File: src/rtl/processor_mem_pkg.sv
// Shared constants and the port identifier for the on-chip RAM arbiter.
package processor_mem_pkg;

    localparam int unsigned MEM_ADDR_W = 10;
    localparam int unsigned MEM_DATA_W = 32;
    localparam int unsigned MEM_BE_W   = 4;

    typedef enum logic {
        PORT_A = 1'b0,
        PORT_B = 1'b1
    } port_id_t;

endpackage

File: src/rtl/processor_rr_arbiter2.sv
// Two-way grant: round-robin on ties, or B-always-wins when FIXED_PRIO_B is set.
module processor_rr_arbiter2
    import processor_mem_pkg::*;
#(
    parameter bit FIXED_PRIO_B = 1'b0
) (
    input  logic clk_i,
    input  logic rst_i,
    input  logic req_a_i,
    input  logic req_b_i,
    output logic grant_a_o,
    output logic grant_b_o
);

    port_id_t last_grant_q;
    port_id_t last_grant_d;

    // Remember the most recent winner; reset leaves B recorded so A takes the first tie.
    always_ff @(posedge clk_i or posedge rst_i) begin
        if (rst_i) begin
            last_grant_q <= PORT_B;
        end else begin
            last_grant_q <= last_grant_d;
        end
    end

    // Pick at most one winner this cycle and compute the next last_grant.
    always_comb begin
        grant_a_o    = 1'b0;
        grant_b_o    = 1'b0;
        last_grant_d = last_grant_q;
        if (req_a_i && req_b_i) begin
            if (FIXED_PRIO_B || (last_grant_q == PORT_A)) begin
                grant_b_o = 1'b1;
            end else begin
                grant_a_o = 1'b1;
            end
        end else begin
            grant_a_o = req_a_i;
            grant_b_o = req_b_i;
        end
        if (grant_a_o) begin
            last_grant_d = PORT_A;
        end else if (grant_b_o) begin
            last_grant_d = PORT_B;
        end
    end

endmodule

File: src/rtl/processor_onchip_memory_arbiter.sv
// Merges instruction-fetch port A and data port B onto the single-port on-chip RAM.
module processor_onchip_memory_arbiter
    import processor_mem_pkg::*;
#(
    parameter int unsigned ADDR_W       = MEM_ADDR_W,
    parameter int unsigned DATA_W       = MEM_DATA_W,
    parameter int unsigned BE_W         = MEM_BE_W,
    parameter bit          FIXED_PRIO_B = 1'b0
) (
    input  logic              clk,
    input  logic              reset,
    input  logic [ADDR_W-1:0] a_address,
    input  logic              a_read,
    output logic              a_waitrequest,
    output logic [DATA_W-1:0] a_readdata,
    output logic              a_readdatavalid,
    input  logic [ADDR_W-1:0] b_address,
    input  logic              b_read,
    input  logic              b_write,
    input  logic [BE_W-1:0]   b_byteenable,
    input  logic [DATA_W-1:0] b_writedata,
    output logic              b_waitrequest,
    output logic [DATA_W-1:0] b_readdata,
    output logic              b_readdatavalid,
    output logic [ADDR_W-1:0] mem_address,
    output logic [BE_W-1:0]   mem_byteenable,
    output logic              mem_chipselect,
    output logic              mem_write,
    output logic [DATA_W-1:0] mem_writedata,
    output logic              mem_clken,
    input  logic [DATA_W-1:0] mem_readdata
);

    logic req_a;
    logic req_b;
    logic grant_a;
    logic grant_b;
    logic rd_pend_a_q;
    logic rd_pend_a_d;
    logic rd_pend_b_q;
    logic rd_pend_b_d;

    // Requests are masked during reset so nothing reaches the RAM or the arbiter.
    assign req_a = a_read & ~reset;
    assign req_b = (b_read | b_write) & ~reset;

    processor_rr_arbiter2 #(
        .FIXED_PRIO_B (FIXED_PRIO_B)
    ) u_arb (
        .clk_i     (clk),
        .rst_i     (reset),
        .req_a_i   (req_a),
        .req_b_i   (req_b),
        .grant_a_o (grant_a),
        .grant_b_o (grant_b)
    );

    // Route the granted port onto the RAM; with no grant the B side is passed through.
    always_comb begin
        mem_chipselect = grant_a | grant_b;
        mem_write      = grant_b & b_write;
        mem_clken      = 1'b1;
        mem_address    = b_address;
        mem_byteenable = b_byteenable;
        mem_writedata  = b_writedata;
        if (grant_a) begin
            mem_address    = a_address;
            mem_byteenable = '1;
        end
    end

    // Stall only a requesting loser; both stalls are forced high during reset.
    always_comb begin
        a_waitrequest = reset | (a_read & ~grant_a);
        b_waitrequest = reset | ((b_read | b_write) & ~grant_b);
    end

    // A granted read returns one cycle later; a simultaneous B write suppresses the B read.
    always_comb begin
        rd_pend_a_d = grant_a & a_read;
        rd_pend_b_d = grant_b & b_read & ~b_write;
    end

    // Read-pending flags; reset drops any read still in flight.
    always_ff @(posedge clk or posedge reset) begin
        if (reset) begin
            rd_pend_a_q <= 1'b0;
            rd_pend_b_q <= 1'b0;
        end else begin
            rd_pend_a_q <= rd_pend_a_d;
            rd_pend_b_q <= rd_pend_b_d;
        end
    end

    // Read data is broadcast; valid qualifies it per port.
    always_comb begin
        a_readdatavalid = rd_pend_a_q & ~reset;
        b_readdatavalid = rd_pend_b_q & ~reset;
        a_readdata      = mem_readdata;
        b_readdata      = mem_readdata;
    end

endmodule

File: config.mk
export PLATFORM = sky130hd
export DESIGN_NAME = processor_onchip_memory_arbiter
export DESIGN_NICKNAME = d
export VERILOG_FILES = /design/src/rtl/processor_mem_pkg.sv /design/src/rtl/processor_rr_arbiter2.sv /design/src/rtl/processor_onchip_memory_arbiter.sv
export SDC_FILE = /design/constraint.sdc
export NUM_CORES = 1
export LEC_CHECK = 0
export CAP_MARGIN = 20
export CORE_ASPECT_RATIO = 0.8
export CORE_MARGIN = 5
export CORE_UTILIZATION = 18
export CTS_CLUSTER_DIAMETER = 200
export DETAILED_ROUTE_END_ITERATION = 10
export GPL_TIMING_DRIVEN = 0
export PLACE_DENSITY = 0.78
export SETUP_SLACK_MARGIN = 0.3
export SLEW_MARGIN = 15
export SYNTH_ARGS = -nofsm -noshare
export SYNTH_HDL_FRONTEND = slang
export SYNTH_HIERARCHICAL = 1
export SYNTH_SLANG_ARGS = --single-unit
File: constraint.sdc
create_clock -name clk -period 2.2 [get_ports clk]
set_input_delay 0.66 -clock clk [delete_from_list [all_inputs] [get_ports clk]]
set_output_delay 0.66 -clock clk [all_outputs]
set_load 0.05 [all_outputs]
==> results.md, run 1 <==
- TritonCTS built the clock tree.
- Dividing total power by cell area gives a power density of 420.8 mW/mm^2.
- The number of buffers inserted during clock tree synthesis is 3.
- For this block, the routed nets add up to 4823 microns of wire.
- The first global-routing pass estimated 6989 microns of wire.
- After detailed routing, the average wire length per cell comes to 12.79 microns.
- The final-report max-slew violation count is 0.
- The die extent in x is 96.80 microns.
- The critical path starts at b_read.
- After synthesis, the share of flip-flops with an asynchronous set or reset is 1.000.
- The mean instance size in the synthesized netlist is 7.918 sq um.
- The floorplan step defined a core boundary enclosing 0.005881 sq mm.
- The category of the most critical setup path is primary input to output pin.
- Clock-pin slew was measured on the worst setup and hold paths at 0.03 ns.
- 0 antenna diodes ended up in the layout.
- The net switching share of the total power is 0.5191.
- Internal power comes to 0.5705 mW.
- The checks that failed: negative setup slack.
- Detailed placement finished with a half-perimeter wire length of 4150 microns.
- The required time at the endpoint of the critical path is 1.54 ns.
- The later pin in the worst-skew pair is clocked with a latency of 0.22 ns.
- The part of the total power dissipated in combinational logic is 0.796.
- The post-route minimum period is 2.518 ns.
- The port buffer count is 144.
- Entering global routing, the biggest net connects 9 pins.
- The cell type with the largest total area after synthesis is buf_4.
- Of the post-synthesis cell area, the part taken by muxes is 0.1142.
- The top fanout value on the critical path is 8.
- Of the total power, the clock network draws 0.143.
- At the end of routability-driven placement, the weighted congestion stood at 0.7296.
- The cell with the largest stage delay on the worst path is mux2_4.
- Setup repair after global routing could not meet its margin everywhere.
- The slew at the pin closest to its max-slew limit is 0.5069 ns.
- The synthesized design contains 0 enable-type register cells.
- Of the total synthesized cell area, the portion taken by full adders, half adders and majority gates is 0.
- The count of final hold-check violations is 0.
- The number of placement rows is 25.
- The longest clock path from root to sink contains 2 buffers.
- VDD sags by at most 183.8 uV.
- On the final layout, the worst clock skew is 0.002902 ns.
- The remaining global-route overflow is 0.
- The via count of the first global-routing pass is 1406.
- The number of synthesized register bits is 3.
- For this run, the number of Yosys warnings is 6.
- The worst setup slack after layout is -0.3184 ns.
- Based on the critical path, the design can be clocked at up to 397.1 MHz.
- The total design power is 1.186 mW.
- Synthesis handed over a netlist of 137 instances.
- The net count after synthesis is 230.
- From bottom edge to top edge, the die measures 79.44 microns.
- STA classifies the critical path endpoint as an output pin.
- The number of vias after detailed routing is 1291.
- The net count of the finished layout is 390.
- For this run, the register share of the synthesized area comes to 0.07036.
- For this run, the total global-route usage over all layers was measured as 0.1108.
- After detailed routing, the number of vias per cell comes to 3.424.
- CTS built an H-tree with a depth of 1.
- In this run the power spent charging and discharging nets is 0.6157 mW.
- In this run the tightest slew margin relative to its limit is 0.6634.
- By area, the combinational part of the netlist is dominated by buffers and inverters.
- The primary flip-flop cell chosen by synthesis mapping is dfrtp_1.
- In the finished design, the share of the clock period the worst path needs comes to 1.145.
- The start of the worst register-to-register path is u_arb/last_grant_q.
- The delay of the slowest cell on the worst path is 0.31 ns.
- The detail route stage leaves a number of antenna-violating nets equal to 0.
- The area of the die is 0.007689 sq mm.
- The number of clock sinks is 3.
- After synthesis the cells add up to 0.001085 sq mm.
- The share of the synthesized area in the top cell type is 0.6713.
- The complex-gate fraction of the synthesized area is 0.02076.
- Of the total synthesized cell area, the portion taken by AND, OR, NAND and NOR gates is 0.08189.
- The pre-antenna-repair detailed-routing pass consisted of 3 iterations.
- The number of max-cap violations is 0.
- For the final routed database, the setup TNS stands at -4.717 ns.
- The data arrival time of the critical path is 1.86 ns.
- The effective utilization at floorplan is 0.1845.
- In this run the worst hold path is classified as primary input to async pin.
- The netlist uses 18 different library cells.
- For this block, the initial DRC count from the detailed router was 10.
- The initial antenna violation count is 0.
- Counting instances in the post-synthesis netlist gives the leading cell types as 97 x buf_4, 7 x mux2_2, 5 x or2_1.
- By area the synthesized netlist is led by buf_4 67%, mux2_2 7.3%, dfrtp_1 4.6%.
- The critical path goes through buf_6, nor2_4, nor2_4, nand2b_1, and2_4, buf_8, buf_8, mux2_4, buf_8.
- The most frequent cell after synthesis is buf_4.
- In this design, the critical path's most frequently occurring cell is buf_8.
- The CTS root buffer is clkbuf_8.
- The number of endpoints failing setup at the final stage is 18.
- The share of total power dissipated in sequential elements is 0.060.
- The signed area change from the synthesized netlist to the final layout is 159.9%.
- The standby leakage power is 1.429 nW.
- The share of post-route cells with drive strength above 1 is 0.6419.
- Counting the fill cells in the layout gives 551.
- The sort of element at the start of the critical path is a primary input.
- The flow ran to the end, but the final reports show violations.
- The area share of xor/xnor cells in the synthesized design is 0.
- In the routed design, unresolved DRC markers number 0.
- During I/O placement, the number of pins put on the boundary was 210.
sequential cells by signal, indices dropped and copies added (netlist names):
signal              cells
rd_pend_a_q             1
rd_pend_b_q             1
u_arb/last_grant_q      1
power by group through the flow:
| stage | Combinational [mW] | Clock (mW) | Sequential, mW |
|---|---|---|---|
| 2_1_floorplan | 0.650 | 0 | 0.0675 |
| 3_3_place_gp | 0.928 | 0 | 0.0680 |
| 3_5_place_dp | 0.936 | 0 | 0.0686 |
| 4_1_cts | 0.948 | 0.172 | 0.0706 |
| 5_1_grt | 0.979 | 0.173 | 0.0723 |
| 6_report | 0.945 | 0.170 | 0.0715 |
final cells by class:
cell class | instances | area [sq um] | area share
Multi-Input combinational cell | 31 | 329.1 | 0.1167
Buffer | 99 | 758.2 | 0.2690
Sequential cell | 3 | 76.32 | 0.02708
Inverter | 4 | 15.01 | 0.005326
Clock buffer | 4 | 45.04 | 0.01598
Timing Repair Buffer | 155 | 1494 | 0.5300
Tap cell | 81 | 101.3 | 0.03595
routing by layer:
| metal | vias to the layer above | GRT usage | share of wire | wire length, microns |
|---|---|---|---|---|
| met4 | 0 | 0.04208 | 0.013 | 65 |
| met1 | 567 | 0.1050 | 0.30 | 1462 |
| met3 | 6 | 0.03843 | 0.091 | 440 |
| met2 | 78 | 0.2204 | 0.59 | 2854 |
| li1 | 640 | - | - | - |
| met5 | - | 0 | 0 | 0 |
worst max-delay path, delay by kind of cell:
kind / cells / cell delay [ns]
buffers and inverters: 4 / 0.50
and+or+nand+nor: 4 / 0.40
muxes: 1 / 0.31
final timing paths:
kind,endpoint,slack [ns],cells past startpoint
worst min-delay path,u_arb/last_grant_q,0.44,2
max in group asynchronous,rd_pend_b_q,1.48,3
worst max-delay path,mem_address[7],-0.32,9
min in group clk,u_arb/last_grant_q,0.53,2
worst min register to register,u_arb/last_grant_q,0.53,2
worst max register to register,rd_pend_a_q,0.80,6
timing repair:
item	in CTS	in global routing
resized for setup	372	35
pin swaps	5	1
buffers inserted	10	1
setup endpoints to repair	118	42
hold buffers	0	0
cloned	0	0
cells in the final DEF (no fill, tap or decap):
cell type and instances:
dfstp_2 1, inv_2 1, clkbuf_2 23, nand2b_1 1, mux2_4 6, o21ai_0 1, nor2_4 3, clkbuf_8 3
nor2_1 1, or2_4 5, nand2_1 1, buf_4 106, buf_12 2, dfrtp_1 2, conb_1 1, a21boi_4 1
buf_6 14, o21ai_4 2, and2_2 1, buf_8 11, inv_1 3, clkbuf_1 1, and2_4 2, nor2b_2 2
mux2_2 4, clkdlybuf4s15_1 71, clkdlybuf4s50_1 24, buf_2 1, clkdlybuf4s15_2 2
per-stage QoR:
stage	hold WS (ns)	utilization	cell area (sq um)	std cells	setup WS [ns]
2_1_floorplan	0.4475	-	1127	137	-0.09819
3_3_place_gp	0.4780	0.4540	2670	362	-1.389
3_5_place_dp	0.4950	0.4540	2670	362	-1.426
4_1_cts	0.4401	0.4926	2897	376	-0.3241
5_1_grt	0.4594	0.4794	2819	377	-0.3703
6_report	0.4444	0.4794	2819	377	-0.3184
cells by family after synthesis:
| kind of cell | Yosys count |
|---|---|
| muxes | 10 |
| AOI/OAI and AO/OA | 4 |
| and+or+nand+nor | 16 |
| buffers and inverters | 103 |
| DFF | 3 |
| other | 1 |
No activity file was read; power rests on OpenSTA's default activity.
==> inputs of run 2 (changes only) <==
- MAX_ROUTING_LAYER: default -> met4
==> run 2 against run 1 <==
Global-route usage grew 0.30 points; power is essentially flat; count of clock-buffer cells in the layout is the same; critical path depth is the same; first-iteration DRC count is the same; register-to-register slack is essentially flat; the flow still finishes with violations (negative setup slack); largest power group unchanged; critical endpoint unchanged; clock power is essentially flat; worst hold slack is the same; sequential power is essentially flat; critical path type unchanged.
==> results.md, run 2 (synthesis gave the netlist of run 1 again) <==
- Dividing total power by cell area gives a power density of 420.9 mW/mm^2.
- The clock passes through at most 2 buffers.
- The antenna diode count is 0.
- The remaining global-route overflow is 0.
- The level count of the clock H-tree is 1.
- The number of nets with antenna violations after routing is 0.
- The effective utilization at floorplan is 0.1845.
- The number of placement rows is 25.
- The top achievable clock speed is 397.1 MHz.
- Summed over all nets, the half-perimeter wirelength after detailed placement is 4150 microns.
- The weighted congestion reported at the end of routability-driven placement is 0.7384.
- The worst hold path belongs to the class primary input to async pin.
- The number of cell instances on the worst register-to-register path is 6.
- Summing internal, switching and leakage power gives 1.186 mW.
- The average wire per standard cell is 12.79 microns.
- The endpoint class of the critical path is an output pin.
- The detailed-route DRC error count is 0.
- The worst setup slack after layout is -0.3184 ns.
- The CTS root buffer is clkbuf_8.
- Along the worst path, the maximum fanout reaches 8.
- The max-slew headroom at the worst pin is 0.6634.
- In the final layout, the registers with the most flip-flops are rd_pend_a_q: 1 flops, rd_pend_b_q: 1 flops, u_arb/last_grant_q: 1 flops.
- The die is 96.80 microns wide.
- The area of the die is 0.007689 sq mm.
- The worst setup path is of the primary input to output pin kind.
- In the global route stage, met2 resource usage came out at 0.2204.
- The first global-routing pass estimated 6982 microns of wire.
- After detailed routing, the number of vias per cell comes to 3.424.
- The required time at the endpoint of the critical path is 1.54 ns.
- Summing all multi-input logic gate instances after layout gives 329.1 sq um.
- At the placement stage, the worst setup path has a slack of -1.426 ns.
- Port buffering added 144 buffers.
- The clock-pin slew on the worst setup and hold paths is 0.03 ns.
- For this design the static power due to leakage is 1.429 nW.
- For this run, the total global-route usage over all layers was measured as 0.1139.
- TritonCTS built the clock tree.
- The number of clock sinks is 3.
- The data arrival time of the critical path is 1.86 ns.
- In the global route stage, met1 resource usage came out at 0.1102.
- The initial antenna violation count is 0.
- The number of cells in the design after placement is 362.
- VDD sags by at most 183.8 uV.
- The number of DRC violations after detailed-routing iteration 0 is 10.
- Compared with the post-synthesis result, the final layout area differs by 159.9%.
- The via count of the first global-routing pass is 1407.
- The cell area after placement is 0.002670 sq mm.
- Buffers inserted to repair hold after CTS numbered 0.
- The final-report max-slew violation count came to 0.
- The number of top-level design ports is 210.
- The number of buffers inserted during clock tree synthesis is 3.
- The post-route minimum period is 2.518 ns.
- For this run, the share of the core covered by cells in the final layout is 0.4794.
- The final total negative setup slack is -4.717 ns.
- Summed over all layers, the routed wires come to 4823 microns.
- Once layout is done, the placed cells without fillers occupy 0.002819 sq mm.
- The share of post-route cells with drive strength above 1 is 0.6419.
- The worst setup path is launched from a primary input.
- The final reports fail on negative setup slack.
- The filler-free cell count of the finished design is 377.
- The layer flagged by global routing as most heavily used is met2.
- The number of vias after detailed routing is 1291.
- The area inside the core boundary is 0.005881 sq mm.
- The number of inserted filler cells in the final layout is 551.
- In this run the vertical extent of the chip is 79.44 microns.
- The most frequent standard cell in the layout excluding fill and tap cells is buf_4.
- Final hold analysis gives a worst-case slack of 0.4444 ns.
- Max-cap violations in this run came to 0.
- The count of final hold-check violations was 0.
- The met3 track demand over resource in global routing is 0.02969.
- The area of all sequential standard cells is 76.32 sq um.
- The clock skew after layout is 0.002902 ns.
- Setup violations remaining at the end of the flow were counted as 18.
- The number of iterations in the first detailed-routing pass is 3.
- Of the available clock period, the critical path in the final layout requires 1.145.
- Entering global routing, the biggest net connects 9 pins.
- The count of nets after finishing is 390.
- The top cell types in the final layout, fill and taps aside, are 106 x buf_4, 71 x clkdlybuf4s15_1, 24 x clkdlybuf4s50_1, 23 x clkbuf_2, 14 x buf_6.
- The flow ran to the end, but the final reports show violations.
- For the pin with the worst max-slew slack, the measured transition is 0.5069 ns.
- Setup repair after global routing could not meet its margin everywhere.
- Clock latency on the worst-skew pair, taken at its later pin, is 0.22 ns.
## run 2: cell counts in the layout (fill, tap and decap cells not counted)
Identical to the previous run, type by type.
## run 2: what timing repair did
item | in CTS | in global routing
endpoints found under the setup margin | 118 | 42
buffers inserted | 10 | 1
pin swaps | 5 | 1
gates resized for setup | 372 | 35
## run 2: layout make-up
class	instances	area share
Inverter	4	0.005326
Sequential cell	3	0.02708
Tap cell	81	0.03595
Clock buffer	4	0.01598
Multi-Input combinational cell	31	0.1167
Timing Repair Buffer	155	0.5300
Buffer	99	0.2690
## run 2: report_power, final
part	switching, mW	leakage (nW)	total [mW]	internal (mW)
sequential	0.00637	0.0377	0.0715	0.0651
combinational	0.564	1.37	0.945	0.381
clock	0.0457	0.0228	0.170	0.124
## run 2: path summary, 6_finish.rpt
check                              startpoint                  to  slack (ns)
max reg2reg                u_arb/last_grant_q         rd_pend_a_q        0.80
min                                     reset  u_arb/last_grant_q        0.44
min in group clk           u_arb/last_grant_q  u_arb/last_grant_q        0.53
min reg2reg                u_arb/last_grant_q  u_arb/last_grant_q        0.53
max                                    b_read      mem_address[7]       -0.32
max in group asynchronous               reset         rd_pend_b_q        1.48
## run 2: layer usage
metal | vias up | share of wire
li1 | 640 | -
met1 | 567 | 0.31
met2 | 78 | 0.59
met3 | 6 | 0.083
met4 | 0 | 0.013
met5 | - | 0
## run 2: critical path, cell delays in order
cell and delay [ns]:
buf_6 0.10, nor2_4 0.13, nor2_4 0.04, nand2b_1 0.08
and2_4 0.15, buf_8 0.12, buf_8 0.13, mux2_4 0.31
buf_8 0.15
==> inputs of run 3 (changes only) <==
- SYNTH_HIERARCHICAL: 1 -> default
==> run 3 against run 2 <==
The run still ends with negative setup slack left; via count fell by 2.4%; power rose by 3.5%; sequential share of layout area barely moved; count of clock-buffer cells in the layout did not move; sequential power barely moved; worst setup slack improved by 0.17 ns; synthesized area rose by 0.46%; final cell count fell by 0.80%; synthesized cell count fell by 2.9%; final area rose by 0.62%; largest power group unchanged.
==> results.md, run 3 <==
- The die covers 0.007720 sq mm.
- During placement, the flow inserted port buffers numbering 144.
- The initial antenna violation count is 0.
- The checks that failed: negative setup slack.
- The count of final hold-check violations is 0.
- After floorplanning, the core was divided into 25 placement rows.
- After detailed routing, the total wire length is 4996 microns.
- The cell depth of the worst min-delay path is 2.
- The worst setup path is launched from a primary input.
- TritonCTS built the clock tree.
- The cell type with the largest total area after synthesis is buf_4.
- The antenna diode count is 0.
- The number of iterations in the first detailed-routing pass is 2.
- Together, buffers and inverters on the worst path number 3.
- The top cell types in the final layout, fill and taps aside, are 102 x buf_4, 74 x clkdlybuf4s15_1, 24 x clkdlybuf4s50_1, 20 x clkbuf_2, 19 x buf_6.
- On the worst path, the slowest cell contributes a delay of 0.30 ns.
- The area share of fa/ha/maj cells after synthesis is 0.
- Of the post-synthesis cell area, the dominant cell type holds 0.6682.
- The top fanout value on the critical path is 5.
- The level count of the clock H-tree is 1.
- After floorplanning, the core was sized to cover 0.005881 sq mm.
- The final clock period utilization by the worst path is 1.068.
- For this design, the slowest cell found on the critical path is mux2_4.
- The longest clock path from root to sink contains 2 buffers.
- Entering global routing, the biggest net connects 8 pins.
- The count of nets after finishing is 387.
- The total global-route track usage is 0.1109.
- In the post-synthesis netlist, the cell with the most instances is buf_4.
- During synthesis, Yosys emitted a total of 0 warnings.
- The number of DRC violations after detailed-routing iteration 0 is 16.
- The most common cell type on the critical path is buf_8.
- After synthesis the cells add up to 0.001090 sq mm.
- The start of the worst register-to-register path is u_arb.last_grant_q.
- The remaining global-route overflow is 0.
- The effective utilization at floorplan is 0.1853.
- Clock-pin slew was measured on the worst setup and hold paths at 0.03 ns.
- The largest registers in the layout are rd_pend_a_q: 1 flops, rd_pend_b_q: 1 flops, u_arb.last_grant_q: 1 flops.
- The data arrival time of the critical path is 1.69 ns.
- The endpoint of the most critical setup path is mem_address[7].
- Counting flops with a built-in enable in the synthesized netlist gives 0.
- In the post-synthesis netlist, the biggest area contributors are buf_4 67%, mux2_4 6.9%, mux2_2 5.2%.
- The flow ran to the end, but the final reports show violations.
- The detailed-route DRC error count is 0.
- Synthesis inferred 3 register bits.
- The worst setup path is captured at an output pin.
- For the final database, setup skew stands at 0.003393 ns.
- In the synthesized netlist the async set-or-reset flop fraction comes to 1.000.
- The final-report max-slew violation count is 0.
- From synthesis to final layout, the design area changed by 160.3%.
- The floorplan step set the die height to 79.60 microns.
- The latest clock arrival within the worst-skew pair is 0.22 ns.
- The total design power is 1.228 mW.
- In this run the static leakage power is 1.445 nW.
- Dividing total power by cell area gives a power density of 433.0 mW/mm^2.
- The weighted congestion reported at the end of routability-driven placement is 0.6904.
- The worst min-delay path category is flip-flop to flip-flop.
- Derived from the worst setup path, the maximum achievable clock frequency is 425.6 MHz.
- The number of top-level design ports is 210.
- At the end of the flow the core is filled with cells to 0.4823.
- In the synthesized netlist, the cells that appear most often are 97 x buf_4, 5 x mux2_2, 5 x mux2_4.
- Of the total synthesized cell area, the portion taken by XOR and XNOR cells is 0.
- The kind of cell with the highest combined delay on the critical path is buffers and inverters.
- The mean instance size in the synthesized netlist is 8.194 sq um.
- The die extent in x is 97.00 microns.
- The via count of the first global-routing pass is 1314.
- The layout has 594 filler cells.
- The number of vias after detailed routing is 1260.
- The timing startpoint of the critical path is b_read.
- The number of clock buffers added by TritonCTS is 3.
- The area fraction in and, or, nand and nor cells after synthesis is 0.07233.
- The number of distinct library cells after synthesis is 19.
- The tool flagged a number of max-cap violations equal to 0.
- Traced cell by cell, the critical path runs through buf_8, o21bai_4, nand3_4, buf_8, mux2_4, buf_8.
- The first global-routing pass estimated 6803 microns of wire.
- Setup violations remaining at the end of the flow were counted as 14.
- Detailed placement finished with a half-perimeter wire length of 4321 microns.
- The proportion of synthesized area in mux cells is 0.1206.
- The number of cell instances on the worst register-to-register path is 5.
- The worst hold-check slack is 0.5533 ns.
- Setup repair after global routing could not meet its margin everywhere.
- The largest family of logic cells by synthesized area is buffers and inverters.
- The average wire per standard cell is 13.36 microns.
- The number of vias per cell after detailed routing is 3.369.
- STA puts the critical path data required time at 1.54 ns.
- In this run the remaining antenna-violating nets after routing total 0.
- The number of stages on the worst setup path is 6.
- The reg2reg setup slack is 0.99 ns.
- Synthesis produced 133 cells.
- The sequential-to-total area share from yosys stat is 0.07003.
- The worst setup slack after layout is -0.1496 ns.
- The category of the most critical setup path is primary input to output pin.
- Across the VDD grid, the largest voltage drop is 155.9 uV.
- The number of hold buffers added after cts is 0.
- The capture instance of the worst register-to-register path is rd_pend_a_q.
- For this run, the leading register cell type out of synthesis is dfrtp_1.
- When the netlist entered floorplanning its net count stood at 226.
- The complex-gate fraction of the synthesized area was 0.04478.
- For the finished layout, the period the worst path requires is 2.350 ns.
- The library cell used most frequently in the layout, excluding fill and tap cells, is buf_4.
- In the final layout, the share of cells above drive strength 1 is 0.6212.
- Counting every sink on the clock net gives 3.
- The CTS root buffer is clkbuf_8.
run 3: cell type report:
class	count	area, sq um	area share
repair buffers	156	1543	0.5439
plain buffers	98	743.2	0.2620
multi-input cells	29	312.8	0.1103
well taps	81	101.3	0.03573
flip-flops and latches	3	76.32	0.02691
clock buffers	4	45.04	0.01588
inverters	3	15.01	0.005293
run 3: worst min path at each step:
stage,start,end,slack [ns]
after floorplan,reset,rd_pend_a_q,0.43
after global placement,u_arb.last_grant_q,u_arb.last_grant_q,0.50
after detailed placement,u_arb.last_grant_q,u_arb.last_grant_q,0.52
after CTS,reset,rd_pend_b_q,0.47
after global routing,reset,rd_pend_b_q,0.58
final,u_arb.last_grant_q,u_arb.last_grant_q,0.55
run 3: kinds of logic (layout without fill, tap and decap cells):
group | Yosys count | in the layout
muxes | 10 | 10
and+or+nand+nor | 11 | 11
buffers and inverters | 101 | 261
other | 1 | 1
DFF | 3 | 3
AOI/OAI and AO/OA | 7 | 7
run 3: routing by layer:
layer | share of wire | GRT usage | vias to the layer above
met4 | 0.011 | 0.03366 | 0
met3 | 0.056 | 0.02620 | 4
met5 | 0 | - | -
met2 | 0.60 | 0.2101 | 58
li1 | - | - | 637
met1 | 0.33 | 0.1150 | 561
run 3: per-stage QoR:
stage | TNS [ns] | worst slack [ns] | cell area, sq um | instances
5_1_grt | -1.797 | -0.1708 | 2836 | 374
3_3_place_gp | -23.36 | -1.422 | 2649 | 358
4_1_cts | -1.315 | -0.1349 | 2863 | 369
6_report | -1.472 | -0.1496 | 2836 | 374
3_5_place_dp | -23.74 | -1.435 | 2649 | 358
2_1_floorplan | 0 | 0.07381 | 1106 | 133
run 3: where the power goes:
part           internal, mW  total (mW)  switching, mW
clock network         0.124       0.163         0.0389
logic                 0.406       0.994          0.588
registers            0.0660      0.0715        0.00554
run 3: worst min-delay path, cell delays in order, from the launching register on:
cell and delay, ns:
dfstp_2 0.37, o21ai_0 0.08, o21ai_0 0.09
run 3: timing repair:
| action | CTS | global route |
|---|---|---|
| resized for setup | 367 | 30 |
| setup buffers | 6 | 5 |
| setup endpoints to repair | 117 | 38 |
| cloned | 1 | 0 |
| pin swaps | 4 | 6 |
